===== config.mk =====
export PLATFORM = sky130hd
export DESIGN_NAME = anfsqrt_sched
export DESIGN_NICKNAME = d
export VERILOG_FILES = /design/src/rtl/anfsqrt_pkg.sv /design/src/rtl/anfsqrt_rr_arb.sv /design/src/rtl/anfsqrt_sqrtiu.sv /design/src/rtl/anfsqrt_sched.sv
export SDC_FILE = /design/constraint.sdc
export NUM_CORES = 1
export LEC_CHECK = 0
export BUFFER_PORTS_ARGS = -buffer_cell sky130_fd_sc_hd__buf_2
export CAP_MARGIN = 15
export CELL_PAD_IN_SITES_DETAIL_PLACEMENT = 1
export CELL_PAD_IN_SITES_GLOBAL_PLACEMENT = 1
export CORE_MARGIN = 10
export CORE_UTILIZATION = 47
export CTS_CLUSTER_SIZE = 16
export DETAILED_ROUTE_END_ITERATION = 8
export PLACE_DENSITY_LB_ADDON = 0.1
export REMOVE_ABC_BUFFERS = 1
export SLEW_MARGIN = 0
export SYNTH_ARGS = -nofsm -noshare
export SYNTH_HDL_FRONTEND = slang
export SYNTH_SLANG_ARGS = --single-unit

===== constraint.sdc =====
create_clock -name clk -period 10.51 [get_ports clk]
set_input_delay 0.5255 -clock clk [delete_from_list [all_inputs] [get_ports clk]]
set_output_delay 0.5255 -clock clk [all_outputs]
set_load 0.01 [all_outputs]

===== src/rtl/anfsqrt_pkg.sv =====
// Shared constants and state encoding for the square-root scheduler.
package anfsqrt_pkg;

  // Width of every datapath word (query, result, iterator state).
  localparam int SQ_W = 7;

  // Initial trial bit loaded into the iterator on accept.
  localparam logic [SQ_W-1:0] ATT_INIT = 7'h10;

  // Default number of iterator applications per query.
  localparam int ITERS_DEFAULT = 7;

  // Scheduler states.
  typedef enum logic [1:0] {
    IDLE = 2'd0,
    RUN  = 2'd1,
    HOLD = 2'd2
  } state_e;

endpackage : anfsqrt_pkg


===== src/rtl/anfsqrt_rr_arb.sv =====
// Round-robin priority pick: searches upward from i_ptr+1 with wrap-around
// and returns a one-hot grant plus its index.
module anfsqrt_rr_arb #(
  parameter int N   = 4,
  parameter int IDW = $clog2(N)
) (
  input  logic [N-1:0]   i_req,
  input  logic [IDW-1:0] i_ptr,
  output logic [N-1:0]   o_gnt,
  output logic [IDW-1:0] o_idx,
  output logic           o_any
);

  // Walk candidates from farthest to nearest so the nearest requester after
  // the pointer is the last (winning) assignment.
  always_comb begin
    int w_idx;
    // NOTE: every output gets a default before the loop so no path leaves a
    // value unassigned, which would otherwise infer a latch.
    o_gnt = '0;
    o_idx = '0;
    o_any = 1'b0;
    w_idx = 0;
    for (int k = N; k >= 1; k--) begin
      w_idx = int'(i_ptr) + k;
      if (w_idx >= N) w_idx = w_idx - N;
      if (i_req[w_idx]) begin
        o_gnt        = '0;
        o_gnt[w_idx] = 1'b1;
        o_idx        = IDW'(w_idx);
        o_any        = 1'b1;
      end
    end
  end

endmodule : anfsqrt_rr_arb


===== src/rtl/anfsqrt_sqrtiu.sv =====
// Combinational square-root iterator stage: one bit-trial step per application.
// The trial value res|att is kept when its square does not exceed the operand;
// att then walks one bit lower. eps carries the operand through unchanged.
module anfsqrt_sqrtiu
  import anfsqrt_pkg::*;
(
  input  logic [SQ_W-1:0] i_att,
  input  logic [SQ_W-1:0] i_eps,
  input  logic [SQ_W-1:0] i_res,
  output logic [SQ_W-1:0] o_this_att,
  output logic [SQ_W-1:0] o_this_eps,
  output logic [SQ_W-1:0] o_this_res
);

  logic [SQ_W-1:0]   w_try;
  logic [2*SQ_W-1:0] w_sq;

  assign w_try = i_res | i_att;
  assign w_sq  = {{SQ_W{1'b0}}, w_try} * {{SQ_W{1'b0}}, w_try};

  // One trial step: accept the trial bit if its square still fits under eps.
  always_comb begin
    o_this_att = i_att >> 1;
    o_this_eps = i_eps;
    o_this_res = (w_sq <= {{SQ_W{1'b0}}, i_eps}) ? w_try : i_res;
  end

endmodule : anfsqrt_sqrtiu


===== src/rtl/anfsqrt_sched.sv =====
// Round-robin scheduler sharing one square-root iterator between NREQ
// requesters: accept one query, iterate ITERS times, hold the tagged result
// until the consumer takes it.
module anfsqrt_sched
  import anfsqrt_pkg::*;
#(
  parameter int NREQ  = 4,
  parameter int ITERS = ITERS_DEFAULT,
  parameter int IDW   = $clog2(NREQ)
) (
  input  logic                 clk,
  input  logic                 rst_n,
  input  logic [NREQ-1:0]      req_valid,
  input  logic [SQ_W*NREQ-1:0] req_query,
  output logic [NREQ-1:0]      req_ready,
  output logic                 rsp_valid,
  input  logic                 rsp_ready,
  output logic [SQ_W-1:0]      rsp_result,
  output logic [IDW-1:0]       rsp_id,
  output logic                 busy
);

  localparam int               CNT_W    = (ITERS > 1) ? $clog2(ITERS) : 1;
  localparam logic [CNT_W-1:0] CNT_LAST = CNT_W'(ITERS - 1);

  state_e           r_state;
  state_e           w_state_nxt;
  logic [SQ_W-1:0]  r_att;
  logic [SQ_W-1:0]  r_eps;
  logic [SQ_W-1:0]  r_res;
  logic [SQ_W-1:0]  r_result;
  logic [CNT_W-1:0] r_cnt;
  logic [IDW-1:0]   r_ptr;
  logic [IDW-1:0]   r_id;
  logic             r_rsp_valid;

  logic [NREQ-1:0]  w_gnt;
  logic [IDW-1:0]   w_gnt_idx;
  logic             w_any;
  logic             w_accept;
  logic             w_last;
  logic [SQ_W-1:0]  w_query;
  logic [SQ_W-1:0]  w_this_att;
  logic [SQ_W-1:0]  w_this_eps;
  logic [SQ_W-1:0]  w_this_res;

  anfsqrt_rr_arb #(
    .N   (NREQ),
    .IDW (IDW)
  ) u_arb (
    .i_req (req_valid),
    .i_ptr (r_ptr),
    .o_gnt (w_gnt),
    .o_idx (w_gnt_idx),
    .o_any (w_any)
  );

  anfsqrt_sqrtiu u_sqrtiu (
    .i_att      (r_att),
    .i_eps      (r_eps),
    .i_res      (r_res),
    .o_this_att (w_this_att),
    .o_this_eps (w_this_eps),
    .o_this_res (w_this_res)
  );

  assign w_query  = req_query[SQ_W*int'(w_gnt_idx) +: SQ_W];
  assign w_accept = (r_state == IDLE) && w_any;
  assign w_last   = (r_cnt == CNT_LAST);

  // State register.
  always_ff @(posedge clk or negedge rst_n) begin
    // NOTE: state is updated with non-blocking assignments so every flop
    // samples pre-edge values, independent of block evaluation order.
    if (!rst_n) r_state <= IDLE;
    else        r_state <= w_state_nxt;
  end

  // Next-state and handshake outputs.
  always_comb begin
    w_state_nxt = r_state;
    req_ready   = '0;
    busy        = 1'b1;
    case (r_state)
      IDLE: begin
        busy      = 1'b0;
        req_ready = w_gnt;
        if (w_any) w_state_nxt = RUN;
      end
      RUN:     if (w_last) w_state_nxt = HOLD;
      HOLD:    if (rsp_ready) w_state_nxt = IDLE;
      default: w_state_nxt = IDLE;
    endcase
  end

  // Datapath: load on accept, iterate in RUN, hold the result until taken.
  always_ff @(posedge clk or negedge rst_n) begin
    // NOTE: all registers here are plain flops (no memory arrays), so each
    // one is cleared by reset; an in-flight query is simply discarded.
    if (!rst_n) begin
      r_att       <= '0;
      r_eps       <= '0;
      r_res       <= '0;
      r_cnt       <= '0;
      r_result    <= '0;
      r_id        <= '0;
      r_ptr       <= IDW'(NREQ - 1);
      r_rsp_valid <= 1'b0;
    end else begin
      case (r_state)
        IDLE: begin
          if (w_accept) begin
            r_eps <= w_query;
            r_att <= ATT_INIT;
            r_res <= '0;
            r_cnt <= '0;
            r_id  <= w_gnt_idx;
            r_ptr <= w_gnt_idx;
          end
        end
        RUN: begin
          r_att <= w_this_att;
          r_eps <= w_this_eps;
          r_res <= w_this_res;
          r_cnt <= r_cnt + 1'b1;
          if (w_last) begin
            r_result    <= w_this_res;
            r_rsp_valid <= 1'b1;
          end
        end
        HOLD: begin
          if (rsp_ready) r_rsp_valid <= 1'b0;
        end
        default: ;
      endcase
    end
  end

  assign rsp_valid  = r_rsp_valid;
  assign rsp_result = r_result;
  assign rsp_id     = r_id;

endmodule : anfsqrt_sched


# Word level (Yosys, flattened, before mapping)
# Cells that the tools add are included.
# op_classes
addsub,9
multipliers,2
magnitude_cmp,13
n_eq_ne,7
shift,1
n_mux,52
bitwise,1
n_reduce_logical,13
# op_table
cell,count
"greater-or-equal comparator 32 x 1 -> 1 bit, second input constant",4
"greater-or-equal comparator 32 x 4 -> 1 bit, second input constant",4
"less-than comparator 32 x 4 -> 1 bit, second input constant",4
2-to-1 mux 32 bit,4
"subtractor 32 x 4 -> 32 bit, second input constant",4
case mux 7 bit (2 select lines),2
variable part select 28 x 6 -> 7 bit,1
2-to-1 mux 7 bit,3
2-to-1 mux 4 bit,5
2-to-1 mux 1 bit,19
less-or-equal comparator 14 x 7 -> 1 bit,1
multiplier 7 x 7 -> 14 bit,1
2-to-1 mux 2 bit,7
binary-select mux 1 bit (select 2 bit),4
demux 1 bit (select 2 bit),4
"inequality test 2 bit, second input constant",4
bitwise OR 7 bit,1
"adder 2 x 2 -> 3 bit, second input constant",2
case mux 2 bit (3 select lines),1
case mux 3 bit (2 select lines),1
AND reduction 2 bit,3
AND reduction 3 bit,2
logical AND 1 bit,5
"multiplier 3 x 2 -> 5 bit, first input constant",1
other kinds (10),11
# totals
ff_bits,38
input_bits,35
out_inout_bits,15
elab_cells,107

# Depth between registers and ports, before layout
# Gate-level depths: netlist of run 1.
# logic_depth
word_depth,13
mapped_depth,19

# Hierarchy
# A second synthesis of run 1 with hierarchy kept.
# hier_totals
cells_unflattened,476
area_unflattened_um2,4053.9
# modules_own_cells
module,instances,cells_each,area_each_um2
anfsqrt_sched,1,174,1795.5
anfsqrt_sqrtiu,1,211,1605.3
anfsqrt_rr_arb,1,91,653.1

# Least setup slack after synthesis of run 1
# Ideal clock, no wire load.
# synth_path
path_type,register -> register
from,register r_res[4]
to,register r_res[0]
setup_time_ns,0.097
t_arrival_ns,4.417
t_required_ns,10.413
slack_ns,5.996
stages_incl_launch_ff,18
path_buffers,0
period_less_slack_ns,4.514
path_cell_list,dfrtp_1 -> nor2_1 -> nor2_1 -> fa_1 -> ha_1 -> fa_1 -> fa_1 -> ha_1 -> o21ai_0 -> a21oi_1 -> nor2_1 -> ha_1 -> inv_1 -> a21oi_1 -> o221ai_1 -> a211oi_1 -> nand4_1 -> o31ai_1
# synth_between
elab_chain_len,5
# synth_rtl
element,line,rtl
"start, declared",anfsqrt_sched.sv:30,logic [SQ_W-1:0] r_res;
"start signal, assigned",anfsqrt_sched.sv:124,r_res <= w_this_res;
bitwise OR 7 bit,anfsqrt_sqrtiu.sv:18,assign w_try = i_res | i_att;
multiplier 7 x 7 -> 14 bit,anfsqrt_sqrtiu.sv:19,"assign w_sq = {{SQ_W{1'b0}}, w_try} * {{SQ_W{1'b0}}, w_try};"
less-or-equal comparator 14 x 7 -> 1 bit,anfsqrt_sqrtiu.sv:25,"o_this_res = (w_sq <= {{SQ_W{1'b0}}, i_eps}) ? w_try : i_res;"
2-to-1 mux 7 bit,anfsqrt_sqrtiu.sv:25,
case mux 7 bit (2 select lines),anfsqrt_sched.sv:110,case (r_state)
# No other way between the ends.
# A chain may end at the register's enable or synchronous reset.

# Worst setup path after layout of run 1
# layout_path
from,register r_att[2]
to,register r_result[4] (netlist: rsp_result[4])
# layout_between
elab_chain_len,4
# layout_rtl
element,line,rtl
"start, declared",anfsqrt_sched.sv:28,logic [SQ_W-1:0] r_att;
"start signal, assigned",anfsqrt_sched.sv:122,r_att <= w_this_att;
bitwise OR 7 bit,anfsqrt_sqrtiu.sv:18,
multiplier 7 x 7 -> 14 bit,anfsqrt_sqrtiu.sv:19,
less-or-equal comparator 14 x 7 -> 1 bit,anfsqrt_sqrtiu.sv:25,
2-to-1 mux 7 bit,anfsqrt_sqrtiu.sv:25,
"end signal, assigned",anfsqrt_sched.sv:127,r_result <= w_this_res;
"end, declared",anfsqrt_sched.sv:31,logic [SQ_W-1:0] r_result;
# No other way between the ends.

==> results of run 1 <==
-- path summary, 6_finish.rpt --
check / startpoint / endpoint / slack [ns] / cells after the start
setup / recovery: r_att[2] / rsp_result[4] / 5.33 / 17
hold / removal: rst_n / r_eps[3] / 0.28 / 1
setup reg to reg: r_att[2] / rsp_result[4] / 5.33 / 17
hold reg to reg: rsp_result[2] / rsp_result[2] / 0.50 / 2
max in group asynchronous: rst_n / r_cnt[2] / 9.76 / 1
min in group clk: rsp_ready / r_state[1] / 0.43 / 2
-- stage by stage --
step	hold WS [ns]	std cells	cell area, um^2	setup slack (ns)
2_1_floorplan	0.230	363	3120	6.00
3_3_place_gp	0.483	487	3450	5.53
3_5_place_dp	0.489	487	3450	5.29
4_1_cts	0.306	495	3560	5.27
5_1_grt	0.338	495	3560	4.84
6_report	0.283	495	3560	5.33
-- cells in the mapped netlist (4+ instances only) --
library cell | n | area (um^2)
fa_1 | 12 | 240
a221oi_1 | 5 | 43.8
inv_1 | 41 | 154
ha_1 | 38 | 475
o21ai_0 | 20 | 100
nand3_1 | 8 | 40.0
mux2i_1 | 6 | 60.1
mux2_2 | 4 | 45.0
a21oi_1 | 15 | 75.1
xnor2_1 | 4 | 35.0
a211oi_1 | 14 | 105
nor2_1 | 32 | 120
nand2b_1 | 8 | 50.1
nor2b_1 | 7 | 43.8
a21boi_0 | 5 | 37.5
dfrtp_1 | 30 | 751
clkbuf_1 | 4 | 15.0
mux4_2 | 4 | 90.1
nand2_1 | 45 | 169
o31ai_1 | 14 | 105
-- flip-flops by register name (all words and copies together) (netlist names) --
register,count
r_att,5
r_cnt,3
r_eps,7
r_ptr,2
r_res,5
r_state,2
rsp_id,2
rsp_result,5
rsp_valid,1
-- worst reg2reg max path: stages (launching register included) --
cell and delay [ns]:
dfrtp_1 0.41, nor2_1 0.36, nor2_1 0.17, fa_1 0.51, ha_1 0.31, fa_1 0.51
fa_1 0.43, ha_1 0.33, o21ai_0 0.13, a21oi_1 0.22, nor2_1 0.08, ha_1 0.29
inv_1 0.04, a21oi_1 0.11, o221ai_1 0.12, a211oi_1 0.21, nand4_1 0.45, o31ai_1 0.40
-- routing by layer --
layer	part of all wire	track usage	wire length [um]
met1	0.45	0.197	3670
met2	0.49	0.280	3980
met3	0.035	0.0265	282
met4	0.017	0.0561	136
met5	0	0	0
-- cell families after synthesis --
| logic type | share of synthesized area |
|---|---|
| compound gates | 0.193 |
| xor+xnor | 0.0195 |
| fa+ha+maj | 0.228 |
| buf+inv | 0.0710 |
| flops | 0.256 |
| mux | 0.0622 |
| other cells | 0.00239 |
| simple gates | 0.168 |
-- layout make-up --
cell class              instances  area (um^2)
multi-input cells             290         2160
flip-flops and latches         32          803
clock inverters                 3         42.5
inverters                      41          154
fillers                       824         2860
clock buffers                   5         68.8
repair buffers                 47          235
well taps                      77         96.3
==> impl_results.md, run 1 <==
- Yosys reg bits: 32
- Largest net degree at the start of global routing: 33
- Cell family with most CP delay: adder cells
- Average wire per standard cell: 16.3 um
- Remaining antenna violation count after routing: 0
- Ys async rst share: 1.00
- Worst Setup End Kind: flip-flop
- H-Tree Depth: 2
- Syn. warnings: 0
- DP HPWL: 6540 um
- Commonest cells after routing, fill and taps aside: buf_2, nand2_1, inv_1, ha_1, nor2_1
- I/O pins: 50
- Total global-route track usage: 0.161
- TritonRoute pass-1 iters: 6
- Critical path buffer and inverter count: 1
- First-pass GRT wire length: 13600 um
- Worst Clk Skew: 0.00912 ns
- Post-CTS sizing: 0
- Initial Util: 0.489
- Fin crit period: 5.18 ns
- Status: completed
- Mapped cell area: 3140 um^2
- Vias in the first global route: 2966
- Commonest non-fill, non-tap cell in the layout: buf_2
- Post-synthesis sequential area ratio: 0.256
- Gpl congestion: 0.865
- CP peak stage delay: 0.51 ns
- Crit path DAT: 5.37 ns
- Die area: 10300 um^2
- Clk Latency, worst-skew pair: 0.29 ns
- Total grt overflow: 0
- Synth Instances: 360
- Clk root buf: clkbuf_8
- DRT Wirelength: 8060 um
- Layout Area Growth over Synthesis: 13.5%
- Worst-case clock buffer depth: 2
- TritonCTS clock tree: yes
- Critical Path Start Type: flip-flop
- Max_slew headroom: 0.518
- RSZ-0062 raised after global routing: no
- Clock buffer count from CTS: 5
- Routed vias: 2744
- CP required: 10.71 ns
- Die Y-Extent: 102 um
- Dominant synthesized flop cell: dfrtp_1
- Row count: 29
- Chip width: 102 um
- Crit path max fanout: 10
- Number of flops mapped to enable cells by yosys: 0
- Number of remaining DRC errors: 0
- Synthesized area per cell: 8.72 um^2
- Final core utilization: 0.554
- 1st-iter DRT viols: 77
- Slowest CP cell: fa_1
- Final setup vio count: 0
- Final Hold Viols: 0
- Antenna cell count: 0
- Yosys cell types: 46
- Area of the core: 6420 um^2
- Antenna violations before repair: 0
- Setup Fix Bufs, Post-CTS: 0
- Count of final max-slew check failures: 0
- Max-cap viol count: 0
- Final cycle utilization of the critical path: 0.493
- Final #Nets: 502
- Max Fclk: 0.193 GHz
- Critical path class: reg -> reg
- Clk sink count: 32
- CTS Hold Bufs: 0
- I/O Buffers: 47
- Clock transition at path regs: 0.07 ns
- Worst path cell trace: nor2_1 -> nor2_1 -> fa_1 -> ha_1 -> fa_1 -> fa_1 -> ha_1 -> o21ai_0 -> a21oi_1 -> nor2_1 -> ha_1 -> inv_1 -> a21oi_1 -> o221ai_1 -> a211oi_1 -> nand4_1 -> o31ai_1
- Share of cells above drive strength 1: 0.170
- Worst Tran Pin Value: 0.724 ns
- DR vias/cell: 5.54
- Hold Crit Class: in -> async
- Setup TNS: 0 ns
Power of run 1 is not shown: default switching activity piles up to over one toggle a cycle in this logic, so the estimate is an artifact.
==> run 2: changes to the inputs <==
Settings changed: CORE_UTILIZATION 47 to 39.
Clock period 10.51 ns to 4.41 ns, I/O delays scaled along.
==> run 2 against run 1 <==
Effect of this change:
- the run now ends with negative setup slack left
- critical path depth grew 1
- die area is 16% higher
- worst hold slack got worse by 0.28 ns
- highest routed layer unchanged
- non-clock buffer count up 25
- sequential share of layout area is 2.2 points lower
- first-iteration DRC count grew 3.9%
- critical path type unchanged
- count of clock-buffer cells in the layout is 1 higher
==> impl_results.md, run 2 (synthesis results as in run 1) <==
- DP HPWL: 6830 um (was 6540 um)
- Final WS setup: -0.157 ns (was 5.33 ns)
- Die Y-Extent: 110 um (was 102 um)
- CP required: 4.61 ns (was 10.71 ns)
- Slowest CP cell: fa_1 (unchanged)
- Final setup vio count: 10 (was 0)
- I/O Buffers: 47 (unchanged)
- Max_slew headroom: 0.472 (was 0.518)
- Worst Setup End Kind: flip-flop (unchanged)
- I/O pins: 50 (unchanged)
- Uppermost layer routed: met4 (unchanged)
- Fin crit period: 4.57 ns (was 5.18 ns)
- Most frequent CP cell: fa_1
- Chip width: 110 um (was 102 um)
- Worst Clk Skew: 0.00555 ns (was 0.00912 ns)
- Max Fclk: 0.219 GHz (was 0.193 GHz)
- Initial Util: 0.404 (was 0.489)
- Max-cap viol count: 0 (unchanged)
- Setup TNS: -1.39 ns (was 0 ns)
- Antenna cell count: 0 (unchanged)
- Critical path class: reg -> reg (unchanged)
- DRT Wirelength: 9080 um (was 8060 um)
- Worst Tran Pin Value: 0.792 ns (was 0.724 ns)
- Total global-route track usage: 0.150 (was 0.161)
- Crit path DAT: 4.77 ns (was 5.37 ns)
- Reg2reg start: r_att[3] (was r_att[2])
- R2r endpoint: r_res[2] (was rsp_result[4])
- Commonest non-fill, non-tap cell in the layout: buf_2 (unchanged)
- Routed vias: 2891 (was 2744)
- Largest net degree at the start of global routing: 33 (unchanged)
- Layout Area Growth over Synthesis: 25.8% (was 13.5%)
- TritonRoute pass-1 iters: 4 (was 6)
- Share of cells above drive strength 1: 0.273 (was 0.170)
- 1st-iter DRT viols: 80 (was 77)
- Commonest cells after routing, fill and taps aside: buf_2, nand2_1, inv_1, ha_1, dfrtp_1 (was buf_2, nand2_1, inv_1, ha_1, nor2_1)
- Crit path max fanout: 5 (was 10)
- Area of the core: 7770 um^2 (was 6420 um^2)
- Met1 WL: 4140 um (was 3670 um)
- Met3 WL post-DR: 189 um (was 282 um)
- Average wire per standard cell: 16.7 um (was 16.3 um)
- Clock transition at path regs: 0.07 ns (about the same)
- TritonCTS clock tree: yes (unchanged)
- RSZ-0062 raised after global routing: yes (was no)
- Clk sink count: 32 (unchanged)
- Violated checks: negative setup slack
- DR vias/cell: 5.30 (was 5.54)
- Remaining antenna violation count after routing: 0 (unchanged)
- CP peak stage delay: 0.56 ns (was 0.51 ns)
- Count of final max-slew check failures: 0 (unchanged)
- DR WL met2: 4620 um (was 3980 um)
- Vias in the first global route: 3021 (was 2966)
- Row count: 32 (was 29)
- Worst Reg-to-Reg Cells: 18 (was 17)
- Gpl congestion: 0.826 (was 0.865)
- Status: complete, but fails checks (was completed)
- First-pass GRT wire length: 14700 um (was 13600 um)
- H-Tree Depth: 2 (unchanged)
- Die area: 12000 um^2 (was 10300 um^2)
- Worst path cell trace: nor2_2 -> inv_2 -> fa_1 -> ha_4 -> fa_1 -> fa_1 -> ha_4 -> o21ai_4 -> a21oi_2 -> nor2_1 -> ha_1 -> inv_2 -> a21oi_2 -> o221ai_2 -> a211oi_2 -> nand4_1 -> buf_6 -> o31ai_2 (was nor2_1 -> nor2_1 -> fa_1 -> ha_1 -> fa_1 -> fa_1 -> ha_1 -> o21ai_0 -> a21oi_1 -> nor2_1 -> ha_1 -> inv_1 -> a21oi_1 -> o221ai_1 -> a211oi_1 -> nand4_1 -> o31ai_1)
- Final Hold Viols: 0 (unchanged)
- Final cycle utilization of the critical path: 1.04 (was 0.493)
- Number of remaining DRC errors: 0 (unchanged)
- Worst-case clock buffer depth: 2 (unchanged)
- Hold Crit Class: in -> async (unchanged)
- Largest Register: r_eps (unchanged)
- Clock buffer count from CTS: 5 (unchanged)
- Final #Nets: 527 (was 502)
- Reg-to-reg slack, setup: -0.16 ns (was 5.33 ns)
- Clk root buf: clkbuf_8 (unchanged)
- Largest register FFs: 7 (unchanged)
- Clk Latency, worst-skew pair: 0.29 ns (about the same)
- Antenna violations before repair: 0 (unchanged)
- Total grt overflow: 0 (unchanged)
- Critical Path Start Type: flip-flop (unchanged)
[run 2: changes by cell type in the layout (fill, tap and decap cells not counted), moves of 3 or more]
cell and delta:
nor2_2 +4, a21oi_2 +3, a21oi_1 -3, o31ai_4 +4, nor2_1 -4, o31ai_2 +6, buf_4 +23, o31ai_1 -10
[run 2: worst max-delay path: cells and delay by family (launching register included)]
family	cells	cell delay (ns)
fa+ha+maj	6	2.44
compound gates	6	0.83
simple gates	3	0.48
flops	1	0.40
buf+inv	3	0.33
[run 2: worst max path at each step]
stage,startpoint,end,cells after the start
final,r_att[3],r_res[2],18
after global routing,r_att[3],r_res[1],18
after CTS,r_res[3],r_res[2],18
after detailed placement,r_res[4],rsp_result[3],18
after global placement,r_res[3],rsp_result[3],18
after floorplan,r_res[4],r_res[0],17
[run 2: final cells by class]
type / instances / area, um^2
Inverter: 41 / 154
Sequential cell: 32 / 803
Timing Repair Buffer: 72 / 430
Multi-Input combinational cell: 290 / 2330
Fill cell: 969 / 3820
Clock buffer: 6 / 72.6
Clock inverter: 2 / 35.0
Tap cell: 102 / 128
[run 2: routing by layer]
layer  up-vias  global-route usage
met1      1440               0.191
met2        38               0.256
met5         -                   0
met3        12              0.0246
met4         0              0.0400
li1       1401                   -
[run 2: through the flow]
step,util,setup WS [ns],cells,hold WS [ns],cell area [um^2]
after detailed placement,0.461,-0.190,525,0.341,3580
after CTS,0.492,-0.136,542,0.0318,3820
after floorplan,-,-0.104,363,-0.0751,3120
after global routing,0.508,-0.382,545,0.0642,3950
final,0.508,-0.157,545,0.000425,3950
after global placement,0.461,0.0681,525,0.329,3580
[run 2: repair_timing]
item	4_1_cts	5_1_grt
gates resized for setup	18	17
gates cloned	1	0
setup endpoints to repair	10	10
pin swaps	2	9
setup buffers	8	3
hold buffers	0	0
Power of run 2 is left out for the same reason.
